`config.mk`:
```
export PLATFORM = sky130hd
export DESIGN_NAME = execute_cycle
export DESIGN_NICKNAME = d
export VERILOG_FILES = /design/src/rtl/riscv_pkg.sv /design/src/rtl/execute_cycle_alu.sv /design/src/rtl/execute_cycle.sv
export SDC_FILE = /design/constraint.sdc
export NUM_CORES = 1
export LEC_CHECK = 0
export CAP_MARGIN = 0
export CORE_MARGIN = 2
export CORE_UTILIZATION = 53
export CTS_BUF_LIST = sky130_fd_sc_hd__clkbuf_4 sky130_fd_sc_hd__clkbuf_8
export CTS_CLUSTER_DIAMETER = 120
export CTS_CLUSTER_SIZE = 28
export DETAILED_ROUTE_END_ITERATION = 6
export GPL_TIMING_DRIVEN = 1
export HOLD_SLACK_MARGIN = 0.03
export PLACE_DENSITY = 0.85
export SETUP_SLACK_MARGIN = 0.4
export SYNTH_ARGS = -nofsm -noshare
export SYNTH_HDL_FRONTEND = slang
export SYNTH_SLANG_ARGS = --single-unit
```
`constraint.sdc`:
```
create_clock -name clk -period 9.3 [get_ports clk]
set_input_delay 1.86 -clock clk [delete_from_list [all_inputs] [get_ports clk]]
set_output_delay 1.86 -clock clk [all_outputs]
set_load 0.02 [all_outputs]
```
`src/rtl/riscv_pkg.sv`:
```
// Shared RV32I pipeline definitions: ALU op codes, forwarding selects,
// writeback-source selects and conditional-branch funct3 codes.
// No ports (package).
package riscv_pkg;

  typedef enum logic [2:0] {
    ALU_ADD = 3'b000,
    ALU_SUB = 3'b001,
    ALU_AND = 3'b010,
    ALU_OR  = 3'b011,
    ALU_XOR = 3'b100,
    ALU_SLT = 3'b101,
    ALU_SLL = 3'b110,
    ALU_SRL = 3'b111
  } alu_op_e;

  // 2'b11 is reserved and behaves like FWD_REG.
  typedef enum logic [1:0] {
    FWD_REG = 2'b00,
    FWD_WB  = 2'b01,
    FWD_MEM = 2'b10
  } fwd_sel_e;

  typedef enum logic [1:0] {
    RES_ALU = 2'b00,
    RES_MEM = 2'b01,
    RES_PC4 = 2'b10
  } res_src_e;

  typedef enum logic [2:0] {
    BR_EQ  = 3'b000,
    BR_NE  = 3'b001,
    BR_LT  = 3'b100,
    BR_GE  = 3'b101,
    BR_LTU = 3'b110,
    BR_GEU = 3'b111
  } br_f3_e;

endpackage

```
`src/rtl/execute_cycle_alu.sv`:
```
// alu: combinational XLEN-wide integer ALU for the execute stage.
// Ports:
//   SrcA, SrcB  operands
//   ALUControl  operation (riscv_pkg::alu_op_e encoding)
//   Result      wrap-around result; slt yields 0/1; shifts use SrcB[4:0]
//   Zero        Result == 0
module alu
  import riscv_pkg::*;
#(
  parameter int unsigned XLEN = 32
) (
  input  logic [XLEN-1:0] SrcA,
  input  logic [XLEN-1:0] SrcB,
  input  logic [2:0]      ALUControl,
  output logic [XLEN-1:0] Result,
  output logic            Zero
);

  logic slt_bit;

  assign slt_bit = ($signed(SrcA) < $signed(SrcB));

  always_comb begin
    Result = '0;
    case (alu_op_e'(ALUControl))
      ALU_ADD: Result = SrcA + SrcB;
      ALU_SUB: Result = SrcA - SrcB;
      ALU_AND: Result = SrcA & SrcB;
      ALU_OR:  Result = SrcA | SrcB;
      ALU_XOR: Result = SrcA ^ SrcB;
      ALU_SLT: Result = {{(XLEN-1){1'b0}}, slt_bit};
      ALU_SLL: Result = SrcA << SrcB[4:0];
      ALU_SRL: Result = SrcA >> SrcB[4:0];
      default: Result = '0;
    endcase
  end

  assign Zero = (Result == '0);

endmodule

```
`src/rtl/execute_cycle.sv`:
```
// execute_cycle: EX stage of the 5-stage RV32I pipeline.
// Applies operand forwarding, runs the ALU, resolves branches/jumps back to
// fetch and registers results into the EX/MEM pipeline register.
// Ports:
//   clk, rst                 clock; asynchronous active-low reset
//   *E control/data inputs   ID/EX register outputs
//   ResultW                  writeback result for forwarding
//   ForwardAE/ForwardBE      forwarding selects from the hazard unit
//   PCSrcE, PCTargetE        combinational redirect to fetch
//   *M outputs               EX/MEM register (forced to 0 while rst=0)
// Optional: define EXEC_FULL_BRANCH_EN to add Funct3E and decode the full
// set of conditional branches; otherwise branches are beq only.
module execute_cycle
  import riscv_pkg::*;
#(
  parameter int unsigned XLEN      = 32,
  parameter int unsigned REGADDR_W = 5
) (
  input  logic                 clk,
  input  logic                 rst,
  input  logic                 RegWriteE,
  input  logic [1:0]           ResultSrcE,
  input  logic                 MemWriteE,
  input  logic                 JumpE,
  input  logic                 BranchE,
  input  logic [2:0]           ALUControlE,
  input  logic                 ALUSrcE,
  input  logic [XLEN-1:0]      RD1E,
  input  logic [XLEN-1:0]      RD2E,
  input  logic [XLEN-1:0]      PCE,
  input  logic [XLEN-1:0]      ImmExtE,
  input  logic [XLEN-1:0]      PCPlus4E,
  input  logic [REGADDR_W-1:0] RDE,
  input  logic [XLEN-1:0]      ResultW,
  input  logic [1:0]           ForwardAE,
  input  logic [1:0]           ForwardBE,
`ifdef EXEC_FULL_BRANCH_EN
  input  logic [2:0]           Funct3E,
`endif
  output logic                 PCSrcE,
  output logic [XLEN-1:0]      PCTargetE,
  output logic                 RegWriteM,
  output logic                 MemWriteM,
  output logic [1:0]           ResultSrcM,
  output logic [REGADDR_W-1:0] RDM,
  output logic [XLEN-1:0]      ALUResultM,
  output logic [XLEN-1:0]      WriteDataM,
  output logic [XLEN-1:0]      PCPlus4M
);

  logic [XLEN-1:0] SrcAE, SrcBE, WriteDataE, ALUResultE;
  logic            ZeroE, branch_taken;

  // EX/MEM register
  logic                 regwrite_q, regwrite_d;
  logic                 memwrite_q, memwrite_d;
  logic [1:0]           resultsrc_q, resultsrc_d;
  logic [REGADDR_W-1:0] rd_q, rd_d;
  logic [XLEN-1:0]      alu_q, alu_d;
  logic [XLEN-1:0]      wdata_q, wdata_d;
  logic [XLEN-1:0]      pc4_q, pc4_d;

  // Forwarding muxes; the MEM path reads the registered (pre-edge) result.
  always_comb begin
    SrcAE = RD1E;
    case (ForwardAE)
      FWD_WB:  SrcAE = ResultW;
      FWD_MEM: SrcAE = alu_q;
      default: SrcAE = RD1E;
    endcase
  end

  always_comb begin
    WriteDataE = RD2E;
    case (ForwardBE)
      FWD_WB:  WriteDataE = ResultW;
      FWD_MEM: WriteDataE = alu_q;
      default: WriteDataE = RD2E;
    endcase
  end

  assign SrcBE = ALUSrcE ? ImmExtE : WriteDataE;

  alu #(.XLEN(XLEN)) u_alu (
    .SrcA       (SrcAE),
    .SrcB       (SrcBE),
    .ALUControl (ALUControlE),
    .Result     (ALUResultE),
    .Zero       (ZeroE)
  );

`ifdef EXEC_FULL_BRANCH_EN
  // Compares operate on the forwarded register operands, not the ALU result.
  always_comb begin
    branch_taken = 1'b0;
    case (Funct3E)
      BR_EQ:   branch_taken = (SrcAE == WriteDataE);
      BR_NE:   branch_taken = (SrcAE != WriteDataE);
      BR_LT:   branch_taken = ($signed(SrcAE) <  $signed(WriteDataE));
      BR_GE:   branch_taken = ($signed(SrcAE) >= $signed(WriteDataE));
      BR_LTU:  branch_taken = (SrcAE <  WriteDataE);
      BR_GEU:  branch_taken = (SrcAE >= WriteDataE);
      default: branch_taken = 1'b0;
    endcase
  end
`else
  assign branch_taken = ZeroE;
`endif

  assign PCSrcE    = rst & (JumpE | (BranchE & branch_taken));
  assign PCTargetE = PCE + ImmExtE;

  always_comb begin
    regwrite_d  = RegWriteE;
    memwrite_d  = MemWriteE;
    resultsrc_d = ResultSrcE;
    rd_d        = RDE;
    alu_d       = ALUResultE;
    wdata_d     = WriteDataE;
    pc4_d       = PCPlus4E;
  end

  always_ff @(posedge clk or negedge rst) begin
    if (!rst) begin
      regwrite_q  <= 1'b0;
      memwrite_q  <= 1'b0;
      resultsrc_q <= '0;
      rd_q        <= '0;
      alu_q       <= '0;
      wdata_q     <= '0;
      pc4_q       <= '0;
    end else begin
      regwrite_q  <= regwrite_d;
      memwrite_q  <= memwrite_d;
      resultsrc_q <= resultsrc_d;
      rd_q        <= rd_d;
      alu_q       <= alu_d;
      wdata_q     <= wdata_d;
      pc4_q       <= pc4_d;
    end
  end

  assign RegWriteM  = rst & regwrite_q;
  assign MemWriteM  = rst & memwrite_q;
  assign ResultSrcM = rst ? resultsrc_q : '0;
  assign RDM        = rst ? rd_q        : '0;
  assign ALUResultM = rst ? alu_q       : '0;
  assign WriteDataM = rst ? wdata_q     : '0;
  assign PCPlus4M   = rst ? pc4_q       : '0;

endmodule

```
* After elaboration in Yosys (flattened, before gate mapping)
Index checks and enable logic that the tools add are counted.
W data, S select, Z words.
** Word-level totals
- Register bits after elaboration :: 105
- Latch bits :: 0
- RAM bits :: 0
- ROM bits :: 0
- Input port bits :: 213
- Output and inout port bits :: 138
- Logic and storage cells :: 43
- Memories kept :: 0
** Cells by class
- Add/subtract/negate cells :: 3
- Multiply operators :: 0
- Divide/modulo/power cells :: 0
- Order comparisons :: 1
- Equality and inequality tests :: 11
- Shift operators :: 2
- Muxes and demuxes :: 9
- Bitwise gates (word level) :: 8
- Reduce and logical (&&, ||, !) cells :: 2
** Operators with widths (number)
- $pmux W32 S8 :: 1
- $mux W32 :: 4
- $pmux W32 S2 :: 2
- $add A32 B32 Y32 :: 2
- $and A32 B32 Y32 :: 1
- $logic_not A32 Y1 :: 1
- $lt A32 B32 Y1 :: 1
- $or A32 B32 Y32 :: 1
- $shl A32 B5 Y32 :: 1
- $shr A32 B5 Y32 :: 1
- $sub A32 B32 Y32 :: 1
- $xor A32 B32 Y32 :: 1
- $eq A3 B3 Y1 const B :: 4
- $eq A3 B2 Y1 const B :: 2
- $mux W5 :: 1
- $and A1 B1 Y1 :: 4
- $eq A2 B1 Y1 const B :: 2
- $eq A2 B2 Y1 const B :: 2
- $eq A3 B1 Y1 const B :: 1
- $logic_not A3 Y1 :: 1
- $mux W2 :: 1
- $or A1 B1 Y1 :: 1

* Depth between registers and ports, before layout
- Depth in word-level cells :: 9
- Mapped depth :: 24
- Gate-level depth less buffers :: 21

* By module
Synthesis repeated with hierarchy kept, for this count alone.
** Second synthesis, totals
- Cell total of the unflattened synthesis :: 2126
- Area, all modules :: 16425.8 um2
** Modules (own cells, without submodules)
- alu :: instances 1, cells each 1395, area an instance 9778.1 um2, seq. area each 0.0 um2
- execute_cycle :: instances 1, cells each 731, area an instance 6647.6 um2, seq. area each 2627.5 um2

* Worst setup path before layout
Ideal clock, no wire load.
- Path type :: input-to-output
- Start :: input ForwardBE[0]
- End :: output PCSrcE
- Arrival time :: 6.976 ns
- Data required time :: 7.440 ns
- Setup slack :: 0.464 ns
- Stages on the path :: 23
- Buffers on the path :: 5
- Cell sequence :: inv_1 > ha_1 > buf_2 > a221oi_1 > o31a_1 > buf_2 > buf_1 > clkbuf_1 > buf_1 > ha_1 > nand2b_1 > a211oi_1 > a221oi_1 > o211ai_1 > a21boi_1 > o21ai_0 > nor3_1 > a311o_1 > nor3_1 > o211ai_1 > nor4_1 > nand4_1 > o21ai_1
** Between the ends
- Longest elaborated chain between the ends :: 9
- Elaborated cells on any way between the ends :: 17
- Classes of those cells :: add/sub: 2; order compare: 1; eq/ne: 2; shift: 2; mux: 3; bitwise: 6; reduce/logical: 1
** Ends and longest elaborated chain
- start, declared :: line execute_cycle.sv:36 : input logic [1:0] ForwardBE,
- $eq A2 B2 Y1 / $eq A2 B1 Y1 (equally long branches) :: line execute_cycle.sv:75 : case (ForwardBE)
- $pmux W32 S2 (*) :: line execute_cycle.sv:75
- $mux W32 (*) :: line execute_cycle.sv:82 : assign SrcBE = ALUSrcE ? ImmExtE : WriteDataE;
- $sub A32 B32 Y32 (tied with other cells) :: line execute_cycle_alu.sv:27 : ALU_SUB: Result = SrcA - SrcB;
- $pmux W32 S8 (*) :: line execute_cycle_alu.sv:25 : case (alu_op_e'(ALUControl))
- $logic_not A32 Y1 (*) :: line execute_cycle_alu.sv:38 : assign Zero = (Result == '0);
- $and A1 B1 Y1 (*) :: line execute_cycle.sv:110 : assign PCSrcE = rst & (JumpE | (BranchE & branch_taken));
- $or A1 B1 Y1 (*) :: line execute_cycle.sv:110
- $and A1 B1 Y1 (*) :: line execute_cycle.sv:110
- end, declared :: line execute_cycle.sv:40 : output logic PCSrcE,
Every way passes the cells marked *; elsewhere a longest branch is shown, timed or not.

* Final worst setup path
- Start :: input ForwardAE[0]
- End :: output PCSrcE
** Between the ends
- Longest elaborated chain between the ends :: 8
- Elaborated cells on any way between the ends :: 16
- Classes of those cells :: add/sub: 2; order compare: 1; eq/ne: 2; shift: 2; mux: 2; bitwise: 6; reduce/logical: 1
** Ends and longest elaborated chain
- start, declared :: line execute_cycle.sv:35 : input logic [1:0] ForwardAE,
- $eq A2 B2 Y1 / $eq A2 B1 Y1 (equally long branches) :: line execute_cycle.sv:66 : case (ForwardAE)
- $pmux W32 S2 (*) :: line execute_cycle.sv:66
- $sub A32 B32 Y32 (tied with other cells) :: line execute_cycle_alu.sv:27
- $pmux W32 S8 (*) :: line execute_cycle_alu.sv:25
- named net ALUResultE[9] :: line execute_cycle.sv:51 : logic [XLEN-1:0] SrcAE, SrcBE, WriteDataE, ALUResultE;
- $logic_not A32 Y1 (*) :: line execute_cycle_alu.sv:38
- $and A1 B1 Y1 (*) :: line execute_cycle.sv:110
- $or A1 B1 Y1 (*) :: line execute_cycle.sv:110
- $and A1 B1 Y1 (*) :: line execute_cycle.sv:110
Mark *: on every way through the listed nets, which the timed path passes. The rest lies on a longest branch.

==> summary.md <==
| Metric | Value |
|---|---|
| Status | `finished clean` |
| Synthesized flop and latch total | `105` |
| Top FF cell, synth | `dfrtp_1` |
| Synthesis-to-finish area growth | `42.9%` |
| Worst R2R End | `alu_q[22]` |
| Worst Hold Depth | `2` |
| R2r startpoint | `alu_q[0]` |
| Tcrit/Tclk final | `0.940` |
| CTS tree | `built` |
| Register area | `2630 sq um` |
| Slew headroom | `0.301` |
| GRT Total Usage | `0.500` |
| Slew Viols, Final | `0` |
| Hold slack | `702 ps` |
| Clk sinks | `roughly 110` |
| Yosys cell types | `roughly 80` |
| Peak VDD IR | `0.115 mV` |
| Mean Syn Cell Area | `7.32 sq um` |
| Max FO, Critical Path | `20` |
| Skew final | `between 20 and 25 ps` |
| Skew-Pair Late Insertion Delay | `around 400 ps` |
| Die Ht | `169 um` |
| Port bufs | `350` |
| Core area | `26,800 sq um` |
| Hold Crit Class | `reg -> reg` |
| Clk root buf | `clkbuf_8` |
| Share of layout cells above drive strength 1 | `0.163` |
| Area contributors post-synth | `dfrtp_1 18%, ha_1 11%, a21oi_1 5.4%` |
| Fmax | `114 MHz` |
| Cell total after placement | `between 2,000 and 3,000` |
| Post-synth EDFFs | `0` |
| Register-to-register setup slack | `approximately 4800 ps` |
| CP required | `around 7400 ps` |
| Fillers | `1,987` |
| CP Launch Point | `ForwardAE[0]` |
| CTS Buf Count | `9` |
| Clk buf depth | `2` |
| Largest net degree at the start of global routing | `93` |
| Worst Hold Path EP | `wdata_q[4]` |
| Remaining global-route overflow | `0` |
| Multi-input logic area | `11,200 sq um` |
| Worst-path clk slew | `120 ps` |
| Worst setup EP type | `primary output` |
| Slew at the pin closest to its max-slew limit | `~1000 ps` |
| Reg2Reg Depth | `21` |
| Post-Layout Cell Count | `roughly 2,800` |
| Starting Density | `0.536` |
| Leak | `roughly 9 nW` |
| Syn Inst Count | `1,963` |
| CP arrival | `6880 ps` |
| Synth top area share | `0.183` |
| Synth area leader | `dfrtp_1` |
| Hpwl dp | `59.5 mm` |
| Via count | `~19,000` |
| Num rows | `60` |
| 1st-pass router iterations | `7` |
| CP Launch Type | `input port` |
| Syn nets | `2,311` |
| Hold path start | `alu_q[4]` |
| Unrepaired setup endpoints after global routing | `false` |
| Nets@finish | `between 2,000 and 3,000` |
| Minimum clock period | `8740 ps` |
| Vias per inst | `6.79` |
| Die X | `169 um` |
| Die area | `between 20,000 and 30,000 sq um` |
| Max-Cap Viols | `0` |
| Htree depth | `3` |
| Post-route ant nets | `0` |
| First-pass GRT wire length | `about 110 mm` |
| Final Wtd Congestion | `1.26` |
| Post-Syn Area | `14,400 sq um` |
| Number of synthesis warnings | `0` |
| DR iter-0 viols | `3,107` |
| TNS Setup | `0 ps` |
| Vias in the first global route | `17,700` |
| Final setup vio count | `0` |
| Antenna violations before repair | `5` |
| Kind of critical path | `in -> out` |
| DRC viols | `0` |
| Final hold viol count | `0` |
| Post-synth ARST share | `1.00` |
| P per Cell Area | `148 nW/um^2` |
| Ports | `between 300 and 400` |
| DR WL/cell | `26.9 um` |
| Seq/Total Area, Yosys | `0.183` |
| WL final | `75.4 mm` |
-- metal layers --
| metal | vias to the layer above | part of all wire | GRT usage |
|---|---|---|---|
| met4 | 0 | 0.087 | 0.342 |
| met5 | - | 0 | 0 |
| met1 | 8775 | 0.35 | 0.611 |
| li1 | 8157 | - | - |
| met3 | 415 | 0.15 | 0.167 |
| met2 | 1659 | 0.41 | 0.743 |
-- registers in the layout, indices dropped and copies added, names as in the netlist --
register,flops
memwrite_q,1
resultsrc_q,2
rd_q,5
wdata_q,32
regwrite_q,1
alu_q,32
pc4_q,32
-- report_power, final --
part | leakage, nW | switching (mW) | internal, mW | total, mW
clock | 0.100 | 0.192 | 0.130 | 0.322
combinational | 7.66 | 1.26 | 0.894 | 2.16
sequential | 1.28 | 0.0548 | 0.517 | 0.572
total | 9.04 | 1.51 | 1.54 | 3.05
-- per-stage QoR --
stage                     cell area [sq um]   util  total power [mW]  setup WS, ps
after CTS                             19900  0.742              2.85           404
after detailed placement              19600  0.730              2.50          -342
after global placement                19600  0.730              2.48          -377
after global routing                  20500  0.766              3.15           376
final                                 20500  0.766              3.05           557
after floorplan                       14400      -              1.61           464
-- worst max path at each step --
stage | cells past startpoint | to | slack, ps
3_3_place_gp | 22 | PCSrcE | -380
6_report | 20 | PCSrcE | 560
5_1_grt | 22 | PCSrcE | 380
2_1_floorplan | 23 | PCSrcE | 460
4_1_cts | 26 | PCSrcE | 400
3_5_place_dp | 22 | PCSrcE | -340
-- cells by family (layout without fill, tap and decap cells) --
logic type                 after synthesis  after routing  synth area share
and+or+nand+nor                        582            582             0.196
muxes                                   80             80            0.0576
buffers and inverters                  275            765            0.0743
adders and majority gates              135            135             0.119
other                                    0              5                 0
DFF                                    105            105             0.183
xor gates and xnor gates                55             55            0.0335
AOI/OAI and AO/OA                      731            731             0.336
-- worst max-delay path, stage by stage --
cell	delay [ps]
clkdlybuf4s50_1	490
inv_1	50
ha_2	340
buf_4	220
buf_4	210
a221o_1	280
o21ai_1	390
mux2i_1	260
o22ai_1	310
nor3_1	110
a2111oi_2	360
o211ai_1	190
or4_1	570
nor4b_2	280
nand4_1	180
nor3_2	150
buf_4	150
nand4_1	120
o21ai_2	200
buf_6	140
-- synthesized netlist by cell type, drive strengths merged (6+ instances only) --
master   instances
a21boi           6
o21a            10
nor4            10
o211ai          43
o22ai           67
nand2          141
nor2b           18
o21bai          13
mux2i           76
ha             132
o221ai          22
nand4           11
a21oi          155
and2           109
nand2b          15
nor2           164
nor3            47
xnor2           45
a211oi          16
a22oi           90
o31ai           13
or3             13
buf             34
clkbuf          99
nand3           21
xor2            10
a21o            28
o21ai          152
or4              6
dfrtp          105
a221oi          18
and3            10
or2              8
a31oi           20
inv            139
a221o           16
a2111oi          6
-- layout by cell type (no fill, tap or decap), types with 11 or more instances in the layout --
| cell type | count |
|---|---|
| nand3_1 | 21 |
| dfrtp_1 | 105 |
| o21ai_0 | 110 |
| a31oi_1 | 18 |
| ha_1 | 120 |
| a21o_1 | 28 |
| a22oi_1 | 86 |
| nor3_1 | 39 |
| o221ai_1 | 18 |
| o21bai_1 | 13 |
| clkdlybuf4s50_1 | 344 |
| a211oi_1 | 16 |
| o21ai_1 | 29 |
| nand2_1 | 140 |
| and2_1 | 109 |
| o22ai_1 | 66 |
| buf_4 | 244 |
| mux2i_1 | 75 |
| o21ai_2 | 13 |
| inv_1 | 134 |
| o31ai_1 | 11 |
| a21oi_2 | 20 |
| xnor2_1 | 45 |
| nand2b_1 | 14 |
| a21oi_1 | 135 |
| or3_1 | 12 |
| a221o_1 | 16 |
| a221oi_1 | 11 |
| nand4_1 | 11 |
| nor2b_1 | 18 |
| o211ai_1 | 42 |
| nor2_1 | 163 |
| buf_6 | 13 |
-- area by class of cell --
class / instances / area share
diodes: 5 / 0.000609
clock buffers: 9 / 0.00603
clock inverters: 7 / 0.00414
inverters: 142 / 0.0260
multi-input cells: 1583 / 0.547
flip-flops and latches: 105 / 0.128
well taps: 341 / 0.0208
repair buffers: 607 / 0.268
-- timing repair --
action | 4_1_cts | 5_1_grt
setup endpoints to repair | 1 | 1
hold buffers | 0 | 0
gates resized for setup | 26 | 134
pin swaps | 11 | 58
endpoints found under the hold margin | 0 | 0
buffers inserted | 4 | 16
Power figures use the tool's default switching activity.
